### src/rtl/instruction_fetch.sv
// Fetch stage: owns the PC, reads the combinational instruction memory and
// buffers {pc, instr} pairs in a small FIFO drained by decode via valid/ready.
// A redirect flushes the buffer and reloads the PC; a bad PC halts fetch.
module instruction_fetch #(
    parameter logic [31:0] RESET_PC  = 32'h0000_0000,
    parameter int unsigned DEPTH     = 2,
    parameter int unsigned MEM_BYTES = 1024
) (
    input  logic        clk,
    input  logic        rst_n,
    output logic [31:0] imem_addr,
    input  logic [31:0] imem_instr,
    input  logic        redirect_valid,
    input  logic [31:0] redirect_target,
    output logic        out_valid,
    input  logic        out_ready,
    output logic [31:0] out_instr,
    output logic [31:0] out_pc,
    output logic [31:0] out_pc_plus4,
    output logic        fetch_fault
);

    localparam int unsigned PTR_W   = (DEPTH > 1) ? $clog2(DEPTH) : 1;
    localparam int unsigned CNT_W   = PTR_W + 1;
    localparam logic [31:0] LAST_PC = 32'(MEM_BYTES - 4);

    logic [31:0]      r_pc;
    logic [PTR_W-1:0] r_wr_ptr;
    logic [PTR_W-1:0] r_rd_ptr;
    logic [CNT_W-1:0] r_count;
    logic             r_valid;
    logic             r_fault;
    logic [31:0]      r_mem_pc    [DEPTH];
    logic [31:0]      r_mem_instr [DEPTH];

    logic             w_pop;
    logic             w_push;
    logic             w_pc_bad;
    logic [CNT_W-1:0] w_count_nxt;

    // Handshake, fault detection and push/pop qualification
    always_comb begin
        w_pop       = r_valid & out_ready;
        w_pc_bad    = (r_pc[1:0] != 2'b00) | (r_pc > LAST_PC);
        w_push      = !redirect_valid & !r_fault & !w_pc_bad &
                      ((r_count < CNT_W'(DEPTH)) | w_pop);
        w_count_nxt = r_count + CNT_W'(w_push) - CNT_W'(w_pop);
    end

    // PC, pointers, occupancy and sticky fault; redirect wins over everything
    always_ff @(posedge clk or negedge rst_n) begin
        if (!rst_n) begin
            r_pc     <= RESET_PC;
            r_wr_ptr <= '0;
            r_rd_ptr <= '0;
            r_count  <= '0;
            r_valid  <= 1'b0;
            r_fault  <= 1'b0;
        end else if (redirect_valid) begin
            r_pc     <= redirect_target;
            r_wr_ptr <= '0;
            r_rd_ptr <= '0;
            r_count  <= '0;
            r_valid  <= 1'b0;
            r_fault  <= 1'b0;
        end else begin
            if (w_push) begin
                r_pc     <= r_pc + 32'd4;
                r_wr_ptr <= r_wr_ptr + PTR_W'(1);
            end
            if (w_pop) begin
                r_rd_ptr <= r_rd_ptr + PTR_W'(1);
            end
            if (w_pc_bad) begin
                r_fault <= 1'b1;
            end
            r_count <= w_count_nxt;
            r_valid <= (w_count_nxt != '0);
        end
    end

    // FIFO storage; contents need no reset since occupancy gates visibility
    always_ff @(posedge clk) begin
        if (w_push) begin
            r_mem_pc[r_wr_ptr]    <= r_pc;
            r_mem_instr[r_wr_ptr] <= imem_instr;
        end
    end

    // Outputs driven directly from registered state
    always_comb begin
        imem_addr    = r_pc;
        out_valid    = r_valid;
        out_instr    = r_mem_instr[r_rd_ptr];
        out_pc       = r_mem_pc[r_rd_ptr];
        out_pc_plus4 = r_mem_pc[r_rd_ptr] + 32'd4;
        fetch_fault  = r_fault;
    end

endmodule

### config.mk
export PLATFORM = sky130hd
export DESIGN_NAME = instruction_fetch
export DESIGN_NICKNAME = d
export VERILOG_FILES = /design/src/rtl/instruction_fetch.sv
export SDC_FILE = /design/constraint.sdc
export NUM_CORES = 1
export LEC_CHECK = 0
export ABC_AREA = 1
export CAP_MARGIN = 10
export CORE_MARGIN = 2
export CORE_UTILIZATION = 45
export CTS_CLUSTER_SIZE = 10
export DETAILED_ROUTE_END_ITERATION = 6
export PLACE_DENSITY = 0.86
export SETUP_SLACK_MARGIN = 0.05
export SLEW_MARGIN = 5
export SYNTH_ARGS = -nofsm -noshare
export SYNTH_HDL_FRONTEND = slang
export SYNTH_SLANG_ARGS = --single-unit
### constraint.sdc
create_clock -name clk -period 10 [get_ports clk]
set_input_delay 1.5 -clock clk [delete_from_list [all_inputs] [get_ports clk]]
set_output_delay 1.5 -clock clk [all_outputs]
set_load 0.1 [all_outputs]
-- Word level (Yosys, flattened, before mapping)
Memories as Yosys holds them, arrays and structs flattened.
Cells that the tools add are included.
- bits in registers: 38
- memories: 2
- RAM bits: 128
- memory list (memory ; depth ; bits a word ; rd ports ; clocked after Yosys merged registers in ; write ports ; line ; text):
    r_mem_instr ; 2 ; 32 ; 1 ; 0 ; 1 ; 34 ; logic [31:0] r_mem_instr [DEPTH];
    r_mem_pc ; 2 ; 32 ; 1 ; 0 ; 1 ; 33 ; logic [31:0] r_mem_pc [DEPTH];
- add/sub/neg operators: 6
- bitwise gates (word level): 6
- reduce and logical (&&, ||, !) cells: 8
- magnitude comparators: 2
- muxes and demuxes: 12
- operator list (kind ; count):
    $add A32 B3 Y32 const B ; 2
    $mux W32 ; 2
    $gt A32 B10 Y1 const B ; 1
    $reduce_bool A2 Y1 ; 5
    $mux W1 ; 9
    $and A1 B1 Y1 ; 4
    $logic_not A1 Y1 ; 3
    $add A1 B1 Y1 const B ; 2
    $add A2 B1 Y2 ; 1
    $lt A2 B2 Y1 const B ; 1
    $mux W2 ; 1
    $or A1 B1 Y1 ; 2
    $sub A2 B1 Y2 ; 1

-- Logic depth before layout (Yosys ltp)
Gate-level depths: netlist (run 1).
- word-level depth: 9
- depth in mapped cells: 13
- gate-level depth less buffers: 11

-- Worst setup path before layout (run 1)
Ideal clock, no wire load.
- path kind: register -> output
- start point: register r_rd_ptr
- end point: output port out_pc_plus4[11]
- arrival: 4.217 ns
- path slack: 4.283 ns
- path buffers: 0
- data required time: 8.500 ns
- stages on the path, launching flop included: 8
- cells stage by stage: dfrtp_1 -> inv_2 -> o21ai_2 -> inv_1 -> nor2_2 -> nand2_2 -> nor2_2 -> xor2_1
- cells in the longest elaborated chain, start to end: 2
- ends and longest elaborated chain (item ; line ; text):
    from (decl) ; 29 ; logic [PTR_W-1:0] r_rd_ptr;
    from (signal assigned) ; 72 ; r_rd_ptr <= r_rd_ptr + PTR_W'(1);
    $mem_v2 Z2 W32 ; n/a ;
    named net out_pc[2] ; 18 ; output logic [31:0] out_pc,
    $add A32 B3 Y32 ; 96 ; out_pc_plus4 = r_mem_pc[r_rd_ptr] + 32'd4;
    to (decl) ; 19 ; output logic [31:0] out_pc_plus4,
The timed path passes the listed nets, and every way through them passes these cells.

-- Worst setup path in the final report (run 1)
- start point: register r_rd_ptr
- end point: output port out_pc_plus4[13]
- cells in the longest elaborated chain, start to end: 2
- ends and longest elaborated chain (item ; line):
    $mem_v2 Z2 W32 ; n/a
    $add A32 B3 Y32 ; 96
No other way between the ends.

==> results of run 1 <==
## power groups by stage
stage / logic [W] / clock network (W) / registers [W]
6_report: 0.000195 / 0.000698 / 0.000785
4_1_cts: 0.000195 / 0.000706 / 0.000785
5_1_grt: 0.000203 / 0.000730 / 0.000787
3_5_place_dp: 0.000194 / 0 / 0.000799
3_3_place_gp: 0.000190 / 0 / 0.000798
2_1_floorplan: 0.0000279 / 0 / 0.000889
## critical path: cells and delay by family, from the launching register on
| family | cells | cell delay [ns] |
|---|---|---|
| simple gates | 6 | 0.89 |
| xor+xnor | 1 | 0.21 |
| buf+inv | 4 | 2.26 |
| flops | 1 | 0.38 |
## cell usage in the layout, fill, tap and decap left out, types with 5 or more instances in the layout
cell | synthesis | routed
clkdlybuf4s50_1 | 0 | 196
dfrtp_1 | 38 | 37
nand2_1 | 342 | 342
clkbuf_16 | 0 | 17
nand2_2 | 13 | 13
nand3b_1 | 11 | 11
inv_1 | 33 | 32
nor2_1 | 75 | 74
edfxtp_1 | 128 | 128
o21ai_2 | 5 | 5
o21ai_0 | 10 | 10
buf_4 | 3 | 5
xnor2_1 | 6 | 6
nand3_1 | 36 | 36
nand4_1 | 5 | 5
xor2_1 | 16 | 16
nor2_2 | 7 | 7
## sequential cells by signal (all words and copies together) (netlist names)
name and flops:
r_mem_pc 64, out_valid 1, r_count 2, fetch_fault 1
imem_addr 32, r_wr_ptr 1, r_rd_ptr 1, r_mem_instr 64
## logic make-up after synthesis
group / count (synthesis)
xor gates and xnor gates: 22
AOI/OAI and AO/OA: 21
and+or+nand+nor: 493
buffers and inverters: 61
adders and majority gates: 4
DFF: 166
## path summary, 6_finish.rpt
check | from | endpoint | slack [ns]
max in group asynchronous | rst_n | r_rd_ptr | 8.21
min | imem_addr[29] | r_mem_pc[1][29] | 0.53
min reg2reg | imem_addr[29] | r_mem_pc[1][29] | 0.53
min in group asynchronous | rst_n | imem_addr[26] | 1.18
max reg2reg | imem_addr[23] | r_mem_instr[1][30] | 6.41
max | r_rd_ptr | out_pc_plus4[13] | 4.29
## per-layer routing
metal / track usage [%] / vias to the layer above / part of all wire [%]
met5: 0 / - / 0.067
met1: 27.1 / 2847 / 39
met2: 38.1 / 266 / 51
met3: 4.71 / 51 / 6.3
li1: - / 2891 / -
met4: 10.0 / 2 / 3.5
## stage by stage
step / setup slack (ns) / utilization [%] / hold slack (ns) / cell area (sq um) / instances
after floorplan: 4.28 / - / 0.471 / 7450 / 767
after global placement: 4.80 / 58.5 / 0.484 / 9590 / 1163
after detailed placement: 4.76 / 58.5 / 0.519 / 9590 / 1163
after CTS: 4.29 / 62.4 / 0.532 / 10200 / 1195
after global routing: 4.03 / 62.4 / 0.566 / 10200 / 1195
final: 4.29 / 62.4 / 0.533 / 10200 / 1195
## layout make-up
| cell class | instances | area (sq um) | share of cell area (%) |
|---|---|---|---|
| timing repair buffer | 202 | 2000 | 19.6 |
| sequential | 166 | 4800 | 46.9 |
| clock buffer | 17 | 425 | 4.16 |
| multi-input combinational | 540 | 2390 | 23.3 |
| clock inverter | 15 | 216 | 2.11 |
| inverter | 35 | 131 | 1.28 |
| tap | 220 | 275 | 2.69 |
==> results.tsv, run 1 <==
stage	metric	value	unit
placement	detailed_place_hpwl	13500	um
placement	portBuffers	197	
floorplan	io_pins	198	
synthesis	ys_warn_count	0	
run_status	status	finished clean	
synthesis	syn_inst	767	
setup_path	cp.arrival	4.21	ns
setup_path	crit_top_cell	nand2_1	
clock_network	insertion_delay	0.43	ns
setup_path	end_kind	primary output	
setup_path	required	8.50	ns
floorplan	std_cell_rows	47	
sta	setup-tns-final	0	ns
setup_path	cp-start-kind	flip-flop	
sta	fin_skew	0.0120	ns
synthesis	synth_top_area_share	51.6	%
setup_path	slowest_delay	1.16	ns
cells_and_area	area_growth	37.4	%
setup_path	cp_slowest_cell	clkdlybuf4s50_1	
route	viasPerCell	5.07	
min_path	worstHoldPathCells	0	
synthesis	synth_compound_area_share	1.66	%
synthesis	yosys.cell_types.count	26	
synthesis	synth-seq-cells	166	
global_route	grt_max_degree	76	
setup_path	cp_max_fo	75	
power_and_ir_drop	ir_worst_vdd	0.000124	V
synthesis	synth_edf_count	128	
cells_and_area	nNetsFinal	1034	
sta	min_period	5.71	ns
synthesis	yosysSeqAreaShare	64.3	%
global_route	antenna_found_initial	1	
power_and_ir_drop	p_total	0.00168	W
setup_path	critPathKind	flip-flop to primary output	
route	first_pass_iters	5	
sta	timing.fmax	175	MHz
global_route	grt_use_total	22.3	%
floorplan	core	0.0164	sq mm
power_and_ir_drop	switching_share	25.9	%
clock_network	htreeDepth	4	
global_route	overflow	0	
sta	finalHoldViolCount	0	
placement	place.gp.congestion	0.873	
clock_network	cts_resized	0	
synthesis	synth_area	0.00745	sq mm
clock_network	cts_hold_buf	0	
synthesis	synth_xor_area_share	2.59	%
synthesis	yosys-top-cells-area	edfxtp_1 52%, nand2_1 17%, dfrtp_1 13%	
clock_network	cts_root_buf	clkbuf_16	
clock_network	clkTransAtPathRegs	0.07	ns
min_path	hold_class	flip-flop to flip-flop	
synthesis	synthMuxAreaShare	0	%
setup_path	worstRegToRegCells	7	
cells_and_area	drive_gt1_share	7.28	%
sta	finalSetupViolCount	0	
power_and_ir_drop	p_leak	4.15	nW
setup_path	worstPathCellList	buf_4, inv_2, buf_4, nand2_1, nand2_1, nand2_1, nor2_1, nand2_1, nor2_2, xor2_1, clkdlybuf4s50_1	
clock_network	cts_sinks	166	
floorplan	dieArea	0.0176	sq mm
route	initialDrtViolationCount	530	
global_route	grt_first_pass_wirelength	30700	um
route	route.detailed.drc	0	
route	vias	6057	
clock_network	cts_buffers	17	
cells_and_area	nFillCells	1238	
clock_network	cts_setup_buffers	0	
route	routed_wl	19400	um
synthesis	syn_nets	839	
power_and_ir_drop	seqPwrFrac	46.8	%
sta	worst-slew-pin-transition	1.08	ns
route	ant_nets	0	
sta	finalCritPeriodShare	57.1	%
synthesis	synth_common_cells	342 x nand2_1, 128 x edfxtp_1, 75 x nor2_1	
synthesis	synth_top_family_by_area	simple AND/OR/NAND/NOR gates	
power_and_ir_drop	pwr-share-clk	41.6	%
synthesis	synth-simple-area-share	27.0	%
floorplan	initial_core_util	45.4	%
sta	finalMaxSlewViolations	0	
floorplan	die_y	133	um
clock_network	cts_tree	done	
synthesis	synth_ff_type	edfxtp_1	
job	maxCapViolations	0	
power_and_ir_drop	p_comb_share	11.6	%
route	wl_per_cell	16.2	um
power_and_ir_drop	p_per_area	164	mW/mm^2
global_route	grt_pass1_vias	5847	
synthesis	synth_fa_ha_area_share	0.672	%
synthesis	syn_area_per_cell	9.71	sq um
synthesis	yosys.area.top_type	edfxtp_1	
power_and_ir_drop	internal-power	0.00124	W
sta	rsz0062_at_grt	no	
clock_network	clockBufferDepth	2	
synthesis	synth.most_common_cell	nand2_1	
cells_and_area	num_antenna_cells	0	
floorplan	die_w	133	um
power_and_ir_drop	power.switching	0.000435	W
sta	slew_headroom	28.0	%
synthesis	async_flop_share	22.9	%
(Power assumes the default switching activity.)
==> inputs of run 2 (changes only) <==
--- a/config.mk
+++ b/config.mk
@@ -8,10 +8,10 @@
 export ABC_AREA = 1
 export CAP_MARGIN = 10
 export CORE_MARGIN = 2
-export CORE_UTILIZATION = 45
+export CORE_UTILIZATION = 44
 export CTS_CLUSTER_SIZE = 10
 export DETAILED_ROUTE_END_ITERATION = 6
-export PLACE_DENSITY = 0.86
+export PLACE_DENSITY = 0.87
 export SETUP_SLACK_MARGIN = 0.05
 export SLEW_MARGIN = 5
 export SYNTH_ARGS = -nofsm -noshare
==> constraint.sdc (replaced) <==
create_clock -name clk -period 5 [get_ports clk]
set_input_delay 0.75 -clock clk [delete_from_list [all_inputs] [get_ports clk]]
set_output_delay 0.75 -clock clk [all_outputs]
set_load 0.1 [all_outputs]
==> results.tsv, run 2 (synthesis gave the netlist of run 1 again) <==
stage	metric	value	unit	change
cells_and_area	num_antenna_cells	0		unchanged
clock_network	cts_hold_buf	0		unchanged
clock_network	cts_tree	done		
power_and_ir_drop	ir_worst_vdd	0.000275	V	+120%
clock_network	clockBufferDepth	2		unchanged
setup_path	r2r_end	out_valid		
cells_and_area	area_growth	36.0	%	
placement	place.gp.congestion	0.883		+1.1%
route	route.detailed.drc	0		unchanged
floorplan	initial_core_util	44.9	%	-0.48 points
job	maxCapViolations	0		unchanged
sta	finalMaxSlewViolations	0		unchanged
cells_and_area	nFillCells	1341		+8.3%
clock_network	cts_setup_buffers	0		unchanged
setup_path	end_kind	primary output		
sta	finalHoldViolCount	0		unchanged
setup_path	worstPathCellList	buf_4, nand2_1, nand2_1, ha_1, inv_1, nor2_1, inv_1, nor2_2, xor2_1, buf_4		
setup_path	slowest_delay	0.80	ns	-0.36 ns
sta	rsz0062_at_grt	no		
placement	portBuffers	197		unchanged
sta	worst-slew-pin-transition	1.04	ns	-0.0340 ns
power_and_ir_drop	p_leak	4.16	nW	+0.34%
clock_network	cts_resized	0		unchanged
floorplan	die_w	134	um	+1.1%
clock_network	htreeDepth	4		unchanged
sta	fin_skew	0.00798	ns	-0.00398 ns
clock_network	cts_sinks	166		unchanged
clock_network	cts_buffers	17		unchanged
cells_and_area	drive_gt1_share	10.0	%	+2.7 points
sta	finalCritPeriodShare	83.0	%	
placement	place_area	0.00955	sq mm	-0.47%
sta	slew_headroom	30.3	%	+2.3 points
clock_network	insertion_delay	0.42	ns	about the same
run_status	status	finished clean		
sta	min_period	4.15	ns	
setup_path	worstRegToRegCells	10		+3
power_and_ir_drop	p_per_area	322	mW/mm^2	+96%
floorplan	io_pins	198		unchanged
setup_path	rrSetupSlack	2.15	ns	-4.26 ns
setup_path	r2r_start	imem_addr[23]		
floorplan	die_y	134	um	+1.1%
placement	detailed_place_hpwl	14000	um	+3.4%
min_path	hold_class	input port to asynchronous set/reset pin		
route	first_pass_iters	5		unchanged
cells_and_area	mostFrequentLayoutCells	342 x nand2_1, 166 x clkdlybuf4s50_1, 128 x edfxtp_1, 74 x nor2_1		
route	vias	5966		-1.5%
global_route	grt_max_degree	45		-41%
power_and_ir_drop	p_total	0.00326	W	+94%
setup_path	cp-start-kind	flip-flop		
route	routed_wl	19800	um	+2.2%
route	viasPerCell	4.98		-1.7%
setup_path	cp_max_fo	40		-47%
setup_path	critPathKind	flip-flop to primary output		
global_route	antenna_found_initial	0		-1
clock_network	cts_root_buf	clkbuf_16		
cells_and_area	finalInstanceArea	0.0101	sq mm	-0.99%
sta	timing.fmax	241	MHz	
global_route	grt_pass1_vias	5919		+1.2%
setup_path	cp.arrival	3.40	ns	-0.81 ns
sta	setup-tns-final	0	ns	unchanged
clock_network	clkTransAtPathRegs	0.06	ns	about the same
sta	finalSetupViolCount	0		unchanged
route	initialDrtViolationCount	460		-13%
cells_and_area	nNetsFinal	1036		+0.19%
global_route	grt_use_total	22.4	%	+0.18 points
floorplan	core	0.0166	sq mm	+1.1%
setup_path	required	4.25	ns	-4.25 ns
setup_path	cp_slowest_cell	dfrtp_2		
global_route	grt_first_pass_wirelength	30900	um	+0.77%
global_route	overflow	0		unchanged
route	ant_nets	0		unchanged
floorplan	dieArea	0.0180	sq mm	+2.2%
floorplan	std_cell_rows	47		unchanged
route	wl_per_cell	16.6	um	+2.1%
cells_and_area	layout_commonest_cell	nand2_1		
-- run 2: cell types whose count changed in the layout (fill, tap and decap cells not counted), moves of 4 or more --
| cell | before | now |
|---|---|---|
| clkdlybuf4s50_1 | 196 | 166 |
| clkbuf_1 | 0 | 6 |
| inv_8 | 4 | 0 |
| buf_4 | 5 | 37 |
-- run 2: how the worst max path moves through the flow --
stage | end | start | slack [ns] | cells after the start
4_1_cts | out_pc[0] | r_rd_ptr | 0.84 | 5
6_report | out_pc_plus4[14] | r_rd_ptr | 0.85 | 10
5_1_grt | out_pc_plus4[14] | r_rd_ptr | 0.64 | 9
3_5_place_dp | out_pc[0] | r_rd_ptr | 1.28 | 5
3_3_place_gp | out_pc_plus4[14] | r_rd_ptr | 1.32 | 9
2_1_floorplan | out_pc_plus4[17] | r_rd_ptr | 0.04 | 7
-- run 2: stage by stage --
step                hold WS, ns  utilization [%]  setup WS, ns  instances
floorplan                 0.454                -        0.0369        767
global placement          0.485             57.6          1.32       1165
detailed placement        0.488             57.6          1.28       1165
CTS                       0.476             61.1         0.842       1197
global route              0.524             61.1         0.635       1197
finish                    0.456             61.1         0.848       1197
-- run 2: area by class of cell --
class                      count  area (sq um)  share of cell area [%]
clock buffer                  24           462                    4.56
sequential                   166          4800                    47.3
tap                          220           275                    2.72
multi-input combinational    540          2400                    23.7
timing repair buffer         204          1940                    19.2
clock inverter                 8           124                    1.22
inverter                      35           131                    1.30
-- run 2: power by group --
group / total [W] / internal (W) / leakage (nW) / switching (W)
combinational: 0.000383 / 0.000114 / 2.26 / 0.000270
sequential: 0.00158 / 0.00152 / 1.62 / 0.0000540
clock: 0.00130 / 0.000799 / 0.280 / 0.000502
-- run 2: critical path, delay by kind of cell (launching register included) --
| family | cells | cell delay, ns |
|---|---|---|
| simple gates | 4 | 0.66 |
| buf+inv | 4 | 1.04 |
| xor+xnor | 1 | 0.17 |
| flops | 1 | 0.80 |
| fa+ha+maj | 1 | 0.30 |
-- run 2: per-layer routing --
metal  routed length (um)  GRT usage (%)  part of all wire, %
met1                 8160           28.3                   41
met2                10100           38.6                   51
met4                  580           9.18                  2.9
met5                    0              0                    0
met3                 1020           3.82                  5.2
==> inputs of run 3 (changes only) <==
==> constraint.sdc (replaced) <==
create_clock -name clk -period 3.4 [get_ports clk]
set_input_delay 0.51 -clock clk [delete_from_list [all_inputs] [get_ports clk]]
set_output_delay 0.51 -clock clk [all_outputs]
set_load 0.1 [all_outputs]
==> results.tsv, run 3 (synthesis gave the netlist of run 1 again) <==
stage	metric	value	unit	change
run_status	status	finished clean		
clock_network	clockBufferDepth	2		unchanged
sta	rsz0062_at_grt	no		
setup_path	cp_max_fo	13		-68%
setup_path	cp-start-kind	flip-flop		
floorplan	dieArea	0.0180	sq mm	unchanged
placement	detailed_place_hpwl	14900	um	+6.8%
power_and_ir_drop	p_total	0.00472	W	+45%
sta	timing.hold.ws	0.208	ns	-0.248 ns
sta	slew_headroom	32.1	%	+1.8 points
route	route.detailed.drc	0		unchanged
setup_path	end_kind	primary output		
setup_path	r2r_start	imem_addr[23]		
clock_network	cts_hold_buf	0		unchanged
clock_network	htreeDepth	4		unchanged
sta	fin_skew	0.00832	ns	+0.000345 ns
clock_network	cts_sinks	166		unchanged
setup_path	cp.arrival	2.69	ns	-0.71 ns
sta	timing.fmax	313	MHz	
placement	place.gp.congestion	0.921		+4.4%
cells_and_area	area_growth	46.5	%	
sta	finalCritPeriodShare	94.0	%	
cells_and_area	final_cells	1200		+0.25%
route	viasPerCell	5.18		+3.9%
route	routed_wl	21300	um	+7.4%
clock_network	cts_tree	done		
setup_path	critPathKind	flip-flop to primary output		
placement	portBuffers	197		unchanged
sta	finalMaxSlewViolations	0		unchanged
sta	min_period	3.20	ns	
route	first_pass_iters	6		+1
cells_and_area	nNetsFinal	1038		+0.19%
global_route	grt_pass1_vias	6124		+3.5%
floorplan	die_y	134	um	unchanged
clock_network	cts_root_buf	clkbuf_16		
setup_path	required	2.89	ns	-1.36 ns
floorplan	io_pins	198		unchanged
sta	worst-slew-pin-transition	1.02	ns	-0.0272 ns
cells_and_area	nFillCells	1190		-11%
global_route	overflow	0		unchanged
floorplan	initial_core_util	44.9	%	unchanged
cells_and_area	drive_gt1_share	21.9	%	+12 points
global_route	antenna_found_initial	1		+1
route	wl_per_cell	17.7	um	+7.1%
power_and_ir_drop	p_leak	4.55	nW	+9.3%
route	initialDrtViolationCount	553		+20%
clock_network	cts_buffers	17		unchanged
sta	finalHoldViolCount	0		unchanged
clock_network	clkTransAtPathRegs	0.07	ns	about the same
power_and_ir_drop	ir_worst_vdd	0.000262	V	-4.7%
global_route	grt_use_total	23.6	%	+1.2 points
cells_and_area	finalInstanceArea	0.0109	sq mm	+7.7%
min_path	hold_class	input port to asynchronous set/reset pin		
route	vias	6217		+4.2%
power_and_ir_drop	p_per_area	432	mW/mm^2	+34%
cells_and_area	mostFrequentLayoutCells	335 x nand2_1, 128 x edfxtp_1, 84 x clkdlybuf4s50_1, 72 x nor2_1, 66 x buf_4		
global_route	grt_first_pass_wirelength	32600	um	+5.5%
route	ant_nets	0		unchanged
sta	finalSetupViolCount	0		unchanged
placement	place_area	0.0103	sq mm	+8.0%
floorplan	std_cell_rows	47		unchanged
cells_and_area	layout_commonest_cell	nand2_1		
job	maxCapViolations	0		unchanged
sta	setup-tns-final	0	ns	unchanged
placement	placed_cells	1167		+0.17%
clock_network	insertion_delay	0.42	ns	about the same
floorplan	core	0.0166	sq mm	unchanged
setup_path	cp-startpoint	r_rd_ptr		
floorplan	die_w	134	um	unchanged
global_route	grt_max_degree	55		+22%
clock_network	cts_setup_buffers	0		unchanged
## run 3: worst paths after layout
kind                                    endpoint  slack, ns  cells after the start
worst max-delay path            out_pc_plus4[30]       0.20                     10
worst min-delay path               imem_addr[14]       0.21                      1
worst min register to register    r_mem_pc[1][0]       0.52                      0
max in group asynchronous               r_rd_ptr       2.56                      1
worst max register to register         out_valid       0.84                     10
min in group clk                  r_mem_pc[1][0]       0.52                      0
## run 3: timing repair
action | in CTS | in global routing
endpoints found under the hold margin | 0 | 0
gates resized for setup | 3 | 8
pin swaps | 0 | 0
setup endpoints to repair | 11 | 18
## run 3: report_power, final
part / switching [W] / total (W) / internal, W
combinational: 0.000403 / 0.000563 / 0.000161
clock: 0.000807 / 0.00183 / 0.00102
sequential: 0.0000840 / 0.00232 / 0.00224
total: 0.00129 / 0.00472 / 0.00342
## run 3: worst max-delay path: stages (launching register included)
cell and delay [ns]:
dfrtp_2 0.40, clkinv_2 0.21, o21ai_4 0.31, ha_2 0.30, inv_1 0.09, nor2_2 0.19, inv_1 0.14, nor2_4 0.20
nand3b_1 0.11, nand2_1 0.12, buf_12 0.18
## run 3: stage by stage
stage / util, % / setup slack (ns)
after floorplan: - / -0.447
after global placement: 62.2 / 0.464
after detailed placement: 62.2 / 0.420
after CTS: 65.7 / 0.0926
after global routing: 65.8 / 0.0497
final: 65.8 / 0.204
## run 3: cell type report
type | count | area, sq um | area share, %
Clock buffer | 17 | 425 | 3.90
Tap cell | 220 | 275 | 2.52
Inverter | 35 | 136 | 1.25
Antenna cell | 1 | 2.50 | 0.0229
Sequential cell | 166 | 4800 | 43.9
Timing Repair Buffer | 206 | 2430 | 22.3
Multi-Input combinational cell | 540 | 2700 | 24.8
Clock inverter | 15 | 146 | 1.34
## run 3: metal layers
layer | routed length, um | GRT usage (%) | up-vias
li1 | - | - | 2878
met1 | 7890 | 28.3 | 2986
met2 | 11200 | 41.0 | 298
met3 | 1400 | 5.18 | 55
met4 | 806 | 10.8 | 0
met5 | 0 | 0 | -
